<file path="config.mk">
export PLATFORM = sky130hd
export DESIGN_NAME = elastic_pipe_reg
export DESIGN_NICKNAME = d
export VERILOG_FILES = /design/src/rtl/elastic_pipe_reg.sv
export SDC_FILE = /design/constraint.sdc
export NUM_CORES = 1
export LEC_CHECK = 0
export BUFFER_PORTS_ARGS = -buffer_cell sky130_fd_sc_hd__buf_2
export CORE_ASPECT_RATIO = 1.1
export CORE_MARGIN = 3
export CORE_UTILIZATION = 55
export CTS_BUF_LIST = sky130_fd_sc_hd__clkbuf_4
export DETAILED_ROUTE_END_ITERATION = 16
export PLACE_DENSITY = 0.82
export SLEW_MARGIN = 15
export SYNTH_ARGS = -nofsm -noshare
export SYNTH_HDL_FRONTEND = slang
export SYNTH_SLANG_ARGS = --single-unit
</file>
<file path="constraint.sdc">
create_clock -name clk -period 3.4 [get_ports clk]
set_input_delay 0.17 -clock clk [delete_from_list [all_inputs] [get_ports clk]]
set_output_delay 0.17 -clock clk [all_outputs]
set_load 0.01 [all_outputs]
</file>
<file path="src/rtl/elastic_pipe_reg.sv">
// elastic_pipe_reg
// One-deep elastic pipeline register between two instruction pipeline
// stages. It has valid/ready handshakes on both sides, an optional skid
// entry, a flush that kills every held entry, and a saturating counter
// of bubble cycles.
//
// Parameters
//   DATA_W : payload width (data fields concatenated by the instantiating stage)
//   CTRL_W : control field width; this field is zero in every bubble
//   SKID   : 1 = two entries with registered in_ready,
//            0 = one entry with combinational in_ready
//   CNT_W  : bubble counter width
//
// Ports
//   clk, rst              : clock, asynchronous active-high reset
//   in_valid/in_ready     : upstream handshake
//   in_ctrl/in_data       : upstream control bits and payload
//   flush                 : drop all held entries; the input in this cycle is discarded
//   out_valid/out_ready   : downstream handshake
//   out_ctrl/out_data     : head entry (ctrl is zero when out_valid = 0)
//   bubble_cnt            : saturating count of edges seen with out_valid = 0
module elastic_pipe_reg #(
  parameter int DATA_W = 32,
  parameter int CTRL_W = 4,
  parameter int SKID   = 1,
  parameter int CNT_W  = 16
) (
  input  logic              clk,
  input  logic              rst,
  input  logic              in_valid,
  output logic              in_ready,
  input  logic [CTRL_W-1:0] in_ctrl,
  input  logic [DATA_W-1:0] in_data,
  input  logic              flush,
  output logic              out_valid,
  input  logic              out_ready,
  output logic [CTRL_W-1:0] out_ctrl,
  output logic [DATA_W-1:0] out_data,
  output logic [CNT_W-1:0]  bubble_cnt
);

  logic              main_valid_q, main_valid_d;
  logic [CTRL_W-1:0] main_ctrl_q,  main_ctrl_d;
  logic [DATA_W-1:0] main_data_q,  main_data_d;
  logic              skid_valid_q, skid_valid_d;
  logic [CTRL_W-1:0] skid_ctrl_q,  skid_ctrl_d;
  logic [DATA_W-1:0] skid_data_q,  skid_data_d;
  logic              in_ready_q,   in_ready_d;
  logic [CNT_W-1:0]  bubble_cnt_q, bubble_cnt_d;

  logic accept;
  logic consume;

  localparam logic [CNT_W-1:0] CNT_MAX = {CNT_W{1'b1}};
  localparam logic [CNT_W-1:0] CNT_ONE = {{(CNT_W-1){1'b0}}, 1'b1};

  // With a skid entry, in_ready is a flop. Without one, the single entry
  // can accept in the same cycle that it drains.
  assign in_ready = (SKID != 0) ? in_ready_q : (~main_valid_q | out_ready);

  assign accept  = in_valid & in_ready;
  assign consume = main_valid_q & out_ready;

  always_comb begin
    main_valid_d = main_valid_q;
    main_ctrl_d  = main_ctrl_q;
    main_data_d  = main_data_q;
    skid_valid_d = skid_valid_q;
    skid_ctrl_d  = skid_ctrl_q;
    skid_data_d  = skid_data_q;

    if (flush) begin
      // Flush wins over acceptance. A completed upstream handshake is lost.
      main_valid_d = 1'b0;
      main_ctrl_d  = '0;
      skid_valid_d = 1'b0;
      skid_ctrl_d  = '0;
    end else if (SKID != 0) begin
      if (main_valid_q && !consume) begin
        // The head is stalled. The skid entry must be empty here because
        // in_ready was low otherwise.
        if (accept) begin
          skid_valid_d = 1'b1;
          skid_ctrl_d  = in_ctrl;
          skid_data_d  = in_data;
        end
      end else if (skid_valid_q) begin
        // The head drains and the skid entry moves forward. No accept is
        // possible this cycle because in_ready = ~skid_valid.
        main_valid_d = 1'b1;
        main_ctrl_d  = skid_ctrl_q;
        main_data_d  = skid_data_q;
        skid_valid_d = 1'b0;
        skid_ctrl_d  = '0;
      end else begin
        main_valid_d = accept;
        main_ctrl_d  = accept ? in_ctrl : '0;
        if (accept) begin
          main_data_d = in_data;
        end
      end
    end else begin
      if (!main_valid_q || consume) begin
        main_valid_d = accept;
        main_ctrl_d  = accept ? in_ctrl : '0;
        if (accept) begin
          main_data_d = in_data;
        end
      end
    end

    in_ready_d = ~skid_valid_d;

    bubble_cnt_d = bubble_cnt_q;
    if (!main_valid_q && (bubble_cnt_q != CNT_MAX)) begin
      bubble_cnt_d = bubble_cnt_q + CNT_ONE;
    end
  end

  always_ff @(posedge clk or posedge rst) begin
    if (rst) begin
      main_valid_q <= 1'b0;
      main_ctrl_q  <= '0;
      main_data_q  <= '0;
      skid_valid_q <= 1'b0;
      skid_ctrl_q  <= '0;
      skid_data_q  <= '0;
      in_ready_q   <= 1'b1;
      bubble_cnt_q <= '0;
    end else begin
      main_valid_q <= main_valid_d;
      main_ctrl_q  <= main_ctrl_d;
      main_data_q  <= main_data_d;
      skid_valid_q <= (SKID != 0) ? skid_valid_d : 1'b0;
      skid_ctrl_q  <= (SKID != 0) ? skid_ctrl_d : '0;
      skid_data_q  <= (SKID != 0) ? skid_data_d : '0;
      in_ready_q   <= in_ready_d;
      bubble_cnt_q <= bubble_cnt_d;
    end
  end

  assign out_valid  = main_valid_q;
  assign out_ctrl   = main_ctrl_q;
  assign out_data   = main_data_q;
  assign bubble_cnt = bubble_cnt_q;

endmodule

</file>
==> impl_metrics.ini <==
[place]
gp_congestion = 0.896
placed_cells = 489
place_hpwl_um = 5490
place_ws_ns = 1.54
io_buffer_count = 94

[finish]
antenna_cells = 0
drive_gt1_share_pct = 34.1
layout_commonest_cell = buf_2
instances_no_fill = 542
fin_nets = 497
layout_common_cells = buf_2, dfrtp_1, nor2_1
syn2layout_area_growth_pct = 25.1

[clock_tree]
postCtsHoldBufs = 36
cts-root-buf = clkbuf_4
cts.clk_slew.worst_paths_ns = 0.13
clk_latency_ns = 0.42
htree_num_levels = 3
clock_sinks = 91
cts_resized = 0
cts_tree = yes
cts_setup_buffers = 0
cts_made_buffers = 9
clock_path_buffers = 2

[setup_path]
path_max_fanout = 36
reg2reg_from = out_valid
cp.required_ns = 3.71
critPathKind = flip-flop to flip-flop
endpoint_kind = flip-flop
cp.arrival_ns = 2.20
worstSetupStartpointType = flip-flop
crit_start = out_valid
cp-endpoint = skid_data_q[15]
r2r-end = skid_data_q[15]
reg2reg_slack_ns = 1.50
r2r_cells = 4

[global_routing]
grt_overflow = 0
grt_pass1_vias = 2991
track_usage_pct = 21.7
antenna_found_initial = 0
grt_max_degree = 65
grt_first_pass_wirelength_um = 13900

[floorplanning]
core_area_mm2 = 0.00679
io-pin-count = 95
die_h_um = 94.9
dieArea_mm2 = 0.00823
start_util_pct = 58.2
rows = 31
die_w_um = 86.8

[worst_hold_path]
hp-class = input port to flip-flop

[timing]
max_slew_margin_pct = 48.4
setup_slack_ns = 1.50
max_freq_ghz = 0.528
period_minus_slack_ns = 1.90
final.period_utilization_pct = 55.7
maxSlewViolCount = 0
hold_ws_ns = 0.0642
setup-tns-final_ns = 0
tightest_slew_ns = 0.775
rsz0062_at_grt = false
setup_viol = 0
finClkSkew_ns = 0.0142
hold_viol = 0

[drt]
drc = 0
dr_wl_met3_um = 425
dr.pass1.iters = 4
ant_nets = 0
highest_layer = met4
dr_wl_met2_um = 4410
vias_per_cell = 5.57
wl_per_cell_um = 15.7
wirelength_um = 8530
vias = 3020
drtIter0Drc = 189
wl_met1_um = 3550

[yosys]
synth-edff-count = 0
ys_seq_area_share_pct = 57.7
yosysWarningCount = 0
synthDistinctLibCells = 34
syn_area_mm2 = 0.00395
synthCells = 325
synth_area_per_cell_um2 = 12.2
ys.flop_type = dfrtp_1
synth-seq-cells = 91
synth_nets = 367
synth_async_sr_flop_share_pct = 100

[pwr]
power.density_mw_per_mm2 = 515
power_leakage_uw = 0.00220
vdd_drop_max_mv = 0.361
finalPower_uw = 2540

[job]
cap_violations = 0

[outcome]
status = completed
## cell families after synthesis
logic type	after synthesis	share of synthesized area (%)
flops	91	57.7
compound gates	53	7.51
xor+xnor	11	2.44
fa+ha+maj	1	0.317
buf+inv	19	2.88
simple gates	84	11.4
mux	66	17.8
## synth_stat cells, types with 2 or more instances
cell	instances	share of area [%]
nand4_1	2	0.32
buf_6	4	1.1
buf_2	10	1.3
nor3b_1	5	0.95
and4_4	2	0.57
nand3_1	9	1.1
nor3_4	2	0.82
clkbuf_1	3	0.29
nand3b_1	2	0.38
nor3_1	3	0.38
inv_1	2	0.19
nor2_1	43	4.1
nand2_1	5	0.48
xor2_1	5	1.1
mux2_2	33	9.4
a21oi_1	42	5.3
nor4_1	2	0.32
xnor2_1	6	1.3
a211oi_1	6	1.1
dfrtp_1	90	57
mux2i_1	33	8.4
a22o_1	4	0.89
## report_power, final
part / leakage, µW / switching (µW) / internal (µW) / total, µW
Clock: 0.0000534 / 364 / 147 / 511
Sequential: 0.00110 / 161 / 1290 / 1450
Combinational: 0.00105 / 279 / 298 / 577
## critical path: stages (launching register included)
cell and delay [ns]:
dfrtp_1 0.60, nand2b_4 0.18, nor3_4 0.18, buf_4 0.43, mux2_2 0.40
## worst min path at each step
stage,cells past startpoint,from,to
after floorplan,1,in_ctrl[0],skid_ctrl_q[0]
after detailed placement,2,in_ctrl[1],skid_ctrl_q[1]
final,2,flush,out_ctrl[3]
after global placement,2,in_ctrl[3],skid_ctrl_q[3]
after global routing,2,flush,out_ctrl[3]
after CTS,2,in_data[16],skid_data_q[16]
## per-stage QoR
step,utilization [%],cell area (µm²)
global placement,65.6,4460
CTS,72.6,4930
floorplan,-,3950
global route,72.8,4940
detailed placement,65.6,4460
finish,72.8,4940
## layer usage
metal | vias up | GRT usage, %
met5 | - | 0
met4 | 0 | 8.44
met3 | 15 | 3.75
met2 | 95 | 37.4
met1 | 1496 | 27.0
li1 | 1414 | -
## cell type report
class	count	area [µm²]
fillers	468	1850
repair buffers	136	878
multi-input cells	215	1560
well taps	82	103
inverters	2	10.0
flip-flops and latches	91	2280
clock inverters	7	43.8
clock buffers	9	67.6
## sequential cells by signal (all words and copies together) (netlist names)
| register | flops |
|---|---|
| skid_ctrl_q | 4 |
| skid_valid_q | 1 |
| skid_data_q | 32 |
| bubble_cnt | 16 |
| out_valid | 1 |
| out_data | 32 |
| out_ctrl | 4 |
| in_ready | 1 |
Note: power is estimated with default switching activity, not from simulation.
